$ cat src/rtl/agc_ctrl.sv
// ============================================================================
// Module   : agc_ctrl
// Brief    : Scale/offset load sequencer and gain-apply controller for a bank of
//            agc_dsp slices. It also gathers windowed gt/lt saturation statistics.
// Revision : 1.0 - initial release
// ============================================================================
`default_nettype none

module agc_ctrl #(
    parameter int NCHAN       = 8,
    parameter int CHAN_BITS   = 3,
    parameter int OFFSET_BITS = 16,
    parameter int WIN_LOG2    = 16
) (
    input  logic                   clk_i,
    input  logic                   rst_ni,
    input  logic                   wr_i,
    input  logic                   wr_sel_i,
    input  logic [CHAN_BITS-1:0]   wr_chan_i,
    input  logic [16:0]            wr_data_i,
    output logic                   wr_ready_o,
    output logic                   wr_err_o,
    input  logic                   apply_req_i,
    input  logic                   sync_i,
    output logic [16:0]            scale_o,
    output logic [OFFSET_BITS-1:0] offset_o,
    output logic [NCHAN-1:0]       ce_scale_o,
    output logic [NCHAN-1:0]       ce_offset_o,
    output logic                   apply_o,
    output logic                   apply_pending_o,
    input  logic [NCHAN-1:0]       gt_i,
    input  logic [NCHAN-1:0]       lt_i,
    input  logic [CHAN_BITS-1:0]   stat_chan_i,
    output logic [WIN_LOG2:0]      gt_count_o,
    output logic [WIN_LOG2:0]      lt_count_o,
    output logic                   stat_valid_o
);

    localparam logic [1:0] S_IDLE  = 2'd0;
    localparam logic [1:0] S_LOAD  = 2'd1;
    localparam logic [1:0] S_WAIT  = 2'd2;
    localparam logic [1:0] S_APPLY = 2'd3;

    localparam logic [NCHAN-1:0]     ONE_HOT0 = {{(NCHAN-1){1'b0}}, 1'b1};
    localparam logic [WIN_LOG2:0]    CNT_FULL = {1'b1, {WIN_LOG2{1'b0}}};
    localparam logic [CHAN_BITS:0]   NCHAN_W  = (CHAN_BITS+1)'(NCHAN);

    logic [1:0]             state_q, state_d;
    logic                   pending_q, pending_d;
    logic                   rdy_q;
    logic                   wr_accept;
    logic                   chan_ok;
    logic [NCHAN-1:0]       ce_hit;
    logic [16:0]            scale_q;
    logic [OFFSET_BITS-1:0] offset_q;
    logic [NCHAN-1:0]       ce_scale_q, ce_offset_q;
    logic                   wr_err_q;

    // rdy_q keeps ready low during reset and until the first clock after release.
    assign wr_ready_o      = rdy_q & (state_q == S_IDLE) & ~pending_q;
    assign wr_accept       = wr_i & wr_ready_o;
    assign chan_ok         = {1'b0, wr_chan_i} < NCHAN_W;
    assign ce_hit          = chan_ok ? (ONE_HOT0 << wr_chan_i) : '0;
    assign apply_o         = (state_q == S_APPLY);
    assign apply_pending_o = pending_q;
    assign scale_o         = scale_q;
    assign offset_o        = offset_q;
    assign ce_scale_o      = ce_scale_q;
    assign ce_offset_o     = ce_offset_q;
    assign wr_err_o        = wr_err_q;

    always_comb begin
        state_d = state_q;
        case (state_q)
            S_IDLE: begin
                if (wr_accept)      state_d = S_LOAD;
                else if (pending_q) state_d = S_WAIT;
            end
            S_LOAD:  state_d = (pending_q | apply_req_i) ? S_WAIT : S_IDLE;
            S_WAIT:  if (sync_i) state_d = S_APPLY;
            S_APPLY: state_d = apply_req_i ? S_WAIT : S_IDLE;
            default: state_d = S_IDLE;
        endcase
    end

    // A request arriving on the sync cycle is merged into the apply it triggers.
    always_comb begin
        if (state_q == S_WAIT && sync_i) pending_d = 1'b0;
        else if (state_q == S_APPLY)     pending_d = apply_req_i;
        else                             pending_d = pending_q | apply_req_i;
    end

    always_ff @(posedge clk_i or negedge rst_ni) begin
        if (!rst_ni) begin
            state_q     <= S_IDLE;
            pending_q   <= 1'b0;
            rdy_q       <= 1'b0;
            scale_q     <= '0;
            offset_q    <= '0;
            ce_scale_q  <= '0;
            ce_offset_q <= '0;
            wr_err_q    <= 1'b0;
        end else begin
            state_q     <= state_d;
            pending_q   <= pending_d;
            rdy_q       <= 1'b1;
            if (wr_accept && !wr_sel_i) scale_q  <= wr_data_i;
            if (wr_accept && wr_sel_i)  offset_q <= wr_data_i[OFFSET_BITS-1:0];
            ce_scale_q  <= (wr_accept && !wr_sel_i) ? ce_hit : '0;
            ce_offset_q <= (wr_accept && wr_sel_i)  ? ce_hit : '0;
            wr_err_q    <= wr_accept & ~chan_ok;
        end
    end

    logic [NCHAN-1:0]     gt_r_q, lt_r_q;
    logic [CHAN_BITS-1:0] sel_q, sel_cur;
    logic [WIN_LOG2-1:0]  win_q;
    logic [WIN_LOG2:0]    gt_cnt_q, lt_cnt_q, gt_sum, lt_sum;
    logic [WIN_LOG2:0]    gt_out_q, lt_out_q;
    logic                 valid_q;
    logic                 gt_bit, lt_bit;

    // The monitored channel is taken live on the first window cycle, then held.
    assign sel_cur = (win_q == '0) ? stat_chan_i : sel_q;

    always_comb begin
        gt_bit = 1'b0;
        lt_bit = 1'b0;
        for (int i = 0; i < NCHAN; i++) begin
            if (sel_cur == CHAN_BITS'(i)) begin
                gt_bit = gt_r_q[i];
                lt_bit = lt_r_q[i];
            end
        end
    end

    assign gt_sum = gt_cnt_q + {{WIN_LOG2{1'b0}}, (gt_bit && gt_cnt_q != CNT_FULL)};
    assign lt_sum = lt_cnt_q + {{WIN_LOG2{1'b0}}, (lt_bit && lt_cnt_q != CNT_FULL)};

    assign gt_count_o   = gt_out_q;
    assign lt_count_o   = lt_out_q;
    assign stat_valid_o = valid_q;

    always_ff @(posedge clk_i or negedge rst_ni) begin
        if (!rst_ni) begin
            gt_r_q   <= '0;
            lt_r_q   <= '0;
            sel_q    <= '0;
            win_q    <= '0;
            gt_cnt_q <= '0;
            lt_cnt_q <= '0;
            gt_out_q <= '0;
            lt_out_q <= '0;
            valid_q  <= 1'b0;
        end else begin
            gt_r_q  <= gt_i;
            lt_r_q  <= lt_i;
            sel_q   <= sel_cur;
            valid_q <= 1'b0;
            if (apply_o) begin
                // Statistics gathered at the old gain are discarded.
                win_q    <= '0;
                gt_cnt_q <= '0;
                lt_cnt_q <= '0;
            end else if (&win_q) begin
                gt_out_q <= gt_sum;
                lt_out_q <= lt_sum;
                valid_q  <= 1'b1;
                win_q    <= '0;
                gt_cnt_q <= '0;
                lt_cnt_q <= '0;
            end else begin
                win_q    <= win_q + 1'b1;
                gt_cnt_q <= gt_sum;
                lt_cnt_q <= lt_sum;
            end
        end
    end

endmodule

`default_nettype wire

$ cat config.mk
export PLATFORM = sky130hd
export DESIGN_NAME = agc_ctrl
export DESIGN_NICKNAME = d
export VERILOG_FILES = /design/src/rtl/agc_ctrl.sv
export SDC_FILE = /design/constraint.sdc
export NUM_CORES = 1
export LEC_CHECK = 0
export CELL_PAD_IN_SITES_DETAIL_PLACEMENT = 1
export CELL_PAD_IN_SITES_GLOBAL_PLACEMENT = 2
export CORE_MARGIN = 5
export CORE_UTILIZATION = 29
export DETAILED_ROUTE_END_ITERATION = 12
export PLACE_DENSITY_LB_ADDON = 0.1
export SKIP_LAST_GASP = 1
export SLEW_MARGIN = 20
export SYNTH_ARGS = -nofsm -noshare
export SYNTH_HDL_FRONTEND = slang
export SYNTH_SLANG_ARGS = --single-unit
$ cat constraint.sdc
create_clock -name clk_i -period 3.17 [get_ports clk_i]
set_input_delay 0.317 -clock clk_i [delete_from_list [all_inputs] [get_ports clk_i]]
set_output_delay 0.317 -clock clk_i [all_outputs]
set_load 0.02 [all_outputs]
# --- Word-level counts from Yosys, hierarchy flattened ---
# Cells that the tools add are included.
word_totals:
  register_bits: 157
  input_bits: 45
classes:
  n_addsub: 3
  n_eq_ne: 14
  shifts: 1
  muxes: 35
  n_bitwise: 6
  n_reduce_logical: 12
op_table:
  columns: ["operator", "count"]
  rows:
  - ["17-bit 2-to-1 mux", 4]
  - ["17-bit by 1-bit adder with 17-bit output", 2]
  - ["17-bit != test (second input constant)", 2]
  - ["16-bit 2-to-1 mux", 2]
  - ["1-bit 2-to-1 mux", 20]
  - ["17-bit AND reduction", 1]
  - ["16-bit by 1-bit adder with 16-bit output (second input constant)", 1]
  - ["16-bit zero test", 1]
  - ["8-bit 2-to-1 mux", 2]
  - ["16-bit AND reduction", 1]
  - ["3-bit equality test (second input constant)", 4]
  - ["2-bit 2-to-1 mux", 5]
  - ["2-bit one-hot mux with 4 select lines", 1]
  - ["1-bit by 3-bit << shifter with 8-bit output (first input constant)", 1]
  - ["3-bit by 2-bit equality test with 1-bit output (second input constant)", 2]
  - ["1-bit logical AND", 5]
  - ["2-bit equality test (second input constant)", 2]
  - ["1-bit AND", 3]
  - ["3-bit by 1-bit equality test with 1-bit output (second input constant)", 1]
  - ["3-bit zero test", 1]
  - ["3-bit 2-to-1 mux", 1]
  - ["3-bit != test (second input constant)", 1]
  - ["2-bit by 1-bit equality test with 1-bit output (second input constant)", 1]
  - ["2-bit zero test", 1]
  - ["other kinds (5)", 6]

# --- Depth between registers and ports, before layout ---
logic_depth:
  word_depth: 15
  depth_mapped: 15
  mapped_depth_nobuf: 14

# --- Worst setup path after synthesis ---
# Ideal clock, no wire load.
synth_path:
  kind: "flip-flop to flip-flop"
  startpoint: "register win_q[0]"
  endpoint: "register lt_out_q[15] (netlist: lt_count_o[15])"
  setup_time_ns: 0.128
  t_arrival_ns: 3.032
  t_required_ns: 3.042
  path_slack_ns: 0.009
  path_stages_with_launch: 15
  path_cell_list: "dfrtp_1 -> inv_1 -> ha_1 -> nor4b_2 -> and4_1 -> buf_6 -> mux2i_1 -> a221oi_1 -> a211oi_1 -> ha_1 -> nand3_1 -> or4_4 -> nor2_1 -> xnor2_1 -> a21oi_1"
synth_between:
  elab_chain_cells: 13
  word_cells_on_any_way: 21
synth_lines:
  columns: ["item", "line_no", "rtl"]
  rows:
  - ["from (decl)", "117", "logic [WIN_LOG2-1:0] win_q;"]
  - ["from (signal assigned)", "173", "win_q <= win_q + 1'b1;"]
  - ["16-bit zero test", "124", "assign sel_cur = (win_q == '0) ? stat_chan_i : sel_q;"]
  - ["3-bit 2-to-1 mux", "124", null]
  - ["3-bit zero test", "130", "if (sel_cur == CHAN_BITS'(i)) begin"]
  - ["1-bit 2-to-1 mux (8 in series)", "130", null]
  - ["1-bit logical AND", "138", "assign lt_sum = lt_cnt_q + {{WIN_LOG2{1'b0}}, (lt_bit && lt_cnt_q != CNT_FULL)};"]
  - ["17-bit by 1-bit adder with 17-bit output", "138", null]
  - ["to (signal assigned)", "167", "lt_out_q <= lt_sum;"]
  - ["to (decl)", "119", "logic [WIN_LOG2:0] gt_out_q, lt_out_q;"]
# Several ways; a longest one is shown, not always the timed one.
# A chain may end at the register's enable or synchronous reset.

# --- Worst setup path after layout ---
layout_path:
  startpoint: "register win_q[0]"
  endpoint: "register lt_out_q[13] (netlist: lt_count_o[13])"
# The elaborated chain is that of the path after synthesis.

==> impl_metrics.py <==
metrics = {
    "run_status": {
        "status": "complete, but fails checks",
        "failed_checks": "setup timing",
    },
    "power_and_ir_drop": {
        "peakVddDrop_uv": 334,
        "p_total_mw": 6.96,
        "powerDensity_nw_per_um2": 730,
        "p_leak_nw": 4.07,
    },
    "clock_tree": {
        "cts_buffers": 17,
        "insertion_delay_ps": 430,
        "cts.sinks": 157,
        "clk_path_buf_depth": 2,
        "clk_pin_slew_ps": 70,
        "cts-root-buf": "clkbuf_16",
        "cts_tree": "yes",
        "h-tree-depth": 4,
    },
    "sta": {
        "fin_crit_sh_pct": 102,
        "rsz0062_at_grt": "true",
        "setup_tns_ps": -370,
        "max_freq_ghz": 0.309,
        "maxSlewViolCount": 0,
        "worst_slew_pin_slew_ps": 640,
        "layout_setup_ws_ps": -65.4,
        "setup_violations": 17,
        "finClkSkew_ps": 12.4,
        "max_slew_margin_pct": 57.2,
        "final.min_clock_period_ps": 3240,
        "finalHoldViolCount": 0,
    },
    "floorplanning": {
        "die_y_um": 160,
        "initial_core_util_pct": 29.2,
        "die_area_um2": 25800,
        "die_x_um": 160,
        "coreArea_um2": 22500,
        "io_pins": 133,
        "rows": 55,
    },
    "cells_and_area": {
        "diodes": 0,
        "areaGrowthSynthToFinish_pct": 45.2,
        "finalInstanceArea_um2": 9530,
        "drive_above_1_share_pct": 21.8,
        "post-route-util_pct": 42.4,
        "final_net_count": 840,
    },
    "global_route": {
        "grt_max_degree": 67,
        "grt_usage_pct": 14.9,
        "grt_pass1_wl_mm": 30.8,
        "grt_overflow_total": 0,
        "grt_pass1_vias": 5924,
        "antenna_found_initial": 0,
    },
    "worst_hold_path": {
        "hold_start": "lt_i[4]",
        "hold_path_class": "input port to register",
        "worstHoldPathCells": 1,
        "min_to": "lt_r_q[4]$_DFF_PN0_",
    },
    "drt": {
        "wl_mm": 18.8,
        "drc": 0,
        "route.vias.total": 5083,
        "dr.first_iter.drc_count": 137,
        "viasPerCell": 4.68,
        "drtPass1Iterations": 4,
        "routedWlPerCell_um": 17.3,
        "drt.antenna.violating_nets": 0,
    },
    "yosys": {
        "synth_area_leaders": "dfrtp_1 60%, nor2_1 5.8%, nand2_1 4.5%",
        "ys_ff_latch": 157,
        "ys_seq_area_share_pct": 59.8,
        "avgSynthCellArea_um2": 10.8,
        "synth_top_area_share_pct": 59.8,
        "synth_largest_area_cell": "dfrtp_1",
        "synthesis.nets": 660,
        "ys.warnings.count": 0,
        "syn_area_um2": 6570,
        "postSynthCellCount": 609,
        "yosysUniqueCellTypes": 46,
    },
    "critical_path": {
        "start_kind": "register",
        "crit_type": "register to register",
        "r2r-start": "win_q[0]$_DFF_PN0_",
        "ff2ff_path_depth": 15,
        "crit_fanout": 5,
        "timing.rr.end": "lt_count_o[13]$_DFFE_PN0P_",
        "arrival_ps": 3540,
        "reg2reg_slack_ps": -70,
        "required_ps": 3480,
        "endpoint_kind": "register",
    },
    "place": {
        "globalplace.congestion": 0.800,
        "dp.final_hpwl_mm": 13.0,
        "pre_cts_slack_ps": -339,
        "dpl-instance-area_um2": 8460,
        "portBuffers": 131,
    },
    "run": {
        "maxCapViolCount": 0,
    },
}
Yosys cell counts, drive strengths merged:
master,number
a211oi,6
a21oi,41
a221oi,2
a22oi,1
a41oi,1
and3,5
and4,5
buf,17
clkbuf,6
conb,2
dfrtp,157
ha,6
inv,17
mux2,20
mux2i,5
nand2,78
nand2b,9
nand3,20
nand4,15
nor2,102
nor2b,2
nor3,20
nor4,8
nor4b,4
nor4bb,1
o21ai,5
o221ai,2
o31ai,1
or2,2
or3,2
or4,3
xnor2,21
xor2,23
routing by layer:
| layer | vias to the layer above | global-route usage, % | routed length (um) |
|---|---|---|---|
| li1 | 2398 | - | - |
| met1 | 2572 | 17.3 | 7800 |
| met2 | 94 | 26.1 | 9690 |
| met3 | 19 | 4.80 | 986 |
| met4 | 0 | 4.81 | 295 |
| met5 | - | 0 | 0 |
area by class of cell:
class	count	area, um2
repair buffers	184	1750
fillers	2456	13000
inverters	17	63.8
multi-input cells	412	2840
clock buffers	17	425
well taps	285	357
flip-flops and latches	157	3930
clock inverters	15	170
what timing repair did:
action | in CTS | in global routing
hold buffers | 1 | 0
buffers inserted | 4 | 6
setup endpoints to repair | 48 | 48
pin swaps | 10 | 21
gates resized for setup | 39 | 34
hold endpoints to repair | 52 | 0
cells in the final DEF, fill, tap and decap left out, types with 3 or more instances in the layout:
master,n
dfrtp_1,157
clkdlybuf4s50_1,130
nor2_1,95
nand2_1,77
buf_4,48
a21oi_1,31
mux2_2,18
inv_1,17
nor3_1,17
nand3_1,17
xor2_1,17
clkbuf_16,17
nand4_1,13
xnor2_1,12
a21oi_2,10
nand2b_1,9
xnor2_2,9
and3_1,5
xor2_2,5
nor2_4,5
inv_8,5
inv_6,5
o21ai_0,4
nor4_1,4
ha_4,4
and4_4,3
a211oi_1,3
buf_6,3
cells by family after synthesis:
group,Yosys count,synth area share (%)
compound gates,59,5.62
xor+xnor,44,5.87
fa+ha+maj,6,1.14
buf+inv,40,3.14
flops,157,59.8
mux,25,4.25
other cells,2,0.114
simple gates,276,20.0
flip-flops by register name, indices dropped and copies added (netlist names), 8 cells and up:
signal,flops
gt_r_q,8
lt_count_o,17
gt_cnt_q,17
ce_scale_o,8
lt_r_q,8
gt_count_o,17
lt_cnt_q,17
win_q,16
ce_offset_o,8
offset_o,16
scale_o,17
stage by stage:
| step | hold WS, ps | std cells |
|---|---|---|
| global placement | 312 | 1045 |
| floorplan | 21.4 | 609 |
| global route | 317 | 1087 |
| CTS | 304 | 1082 |
| detailed placement | 324 | 1045 |
| finish | 328 | 1087 |
critical path, cell delays in order (launching register included):
cell,delay [ps]
dfrtp_1,390
inv_1,60
ha_2,160
nor4b_4,170
buf_4,170
and4_4,280
mux2i_4,270
a221oi_2,90
a211oi_2,190
buf_4,160
ha_4,140
nand3_2,90
or4_4,580
nor2_4,140
xnor2_2,130
a21oi_1,90
report_power, final:
group	total, mW	internal [mW]	switching [mW]
clock network	2.08	1.13	0.947
registers	2.59	2.30	0.283
logic	2.30	1.14	1.16
worst max path at each step:
stage	start	end	slack, ps
3_5_place_dp	win_q[0]$_DFF_PN0_	gt_cnt_q[9]$_DFF_PN0_	-340
3_3_place_gp	win_q[0]$_DFF_PN0_	lt_count_o[15]$_DFFE_PN0P_	-140
4_1_cts	win_q[0]$_DFF_PN0_	lt_count_o[15]$_DFFE_PN0P_	-100
2_1_floorplan	win_q[0]$_DFF_PN0_	lt_count_o[15]$_DFFE_PN0P_	9
6_report	win_q[0]$_DFF_PN0_	lt_count_o[13]$_DFFE_PN0P_	-70
5_1_grt	win_q[0]$_DFF_PN0_	gt_cnt_q[8]$_DFF_PN0_	-260
(Power assumes the default switching activity.)
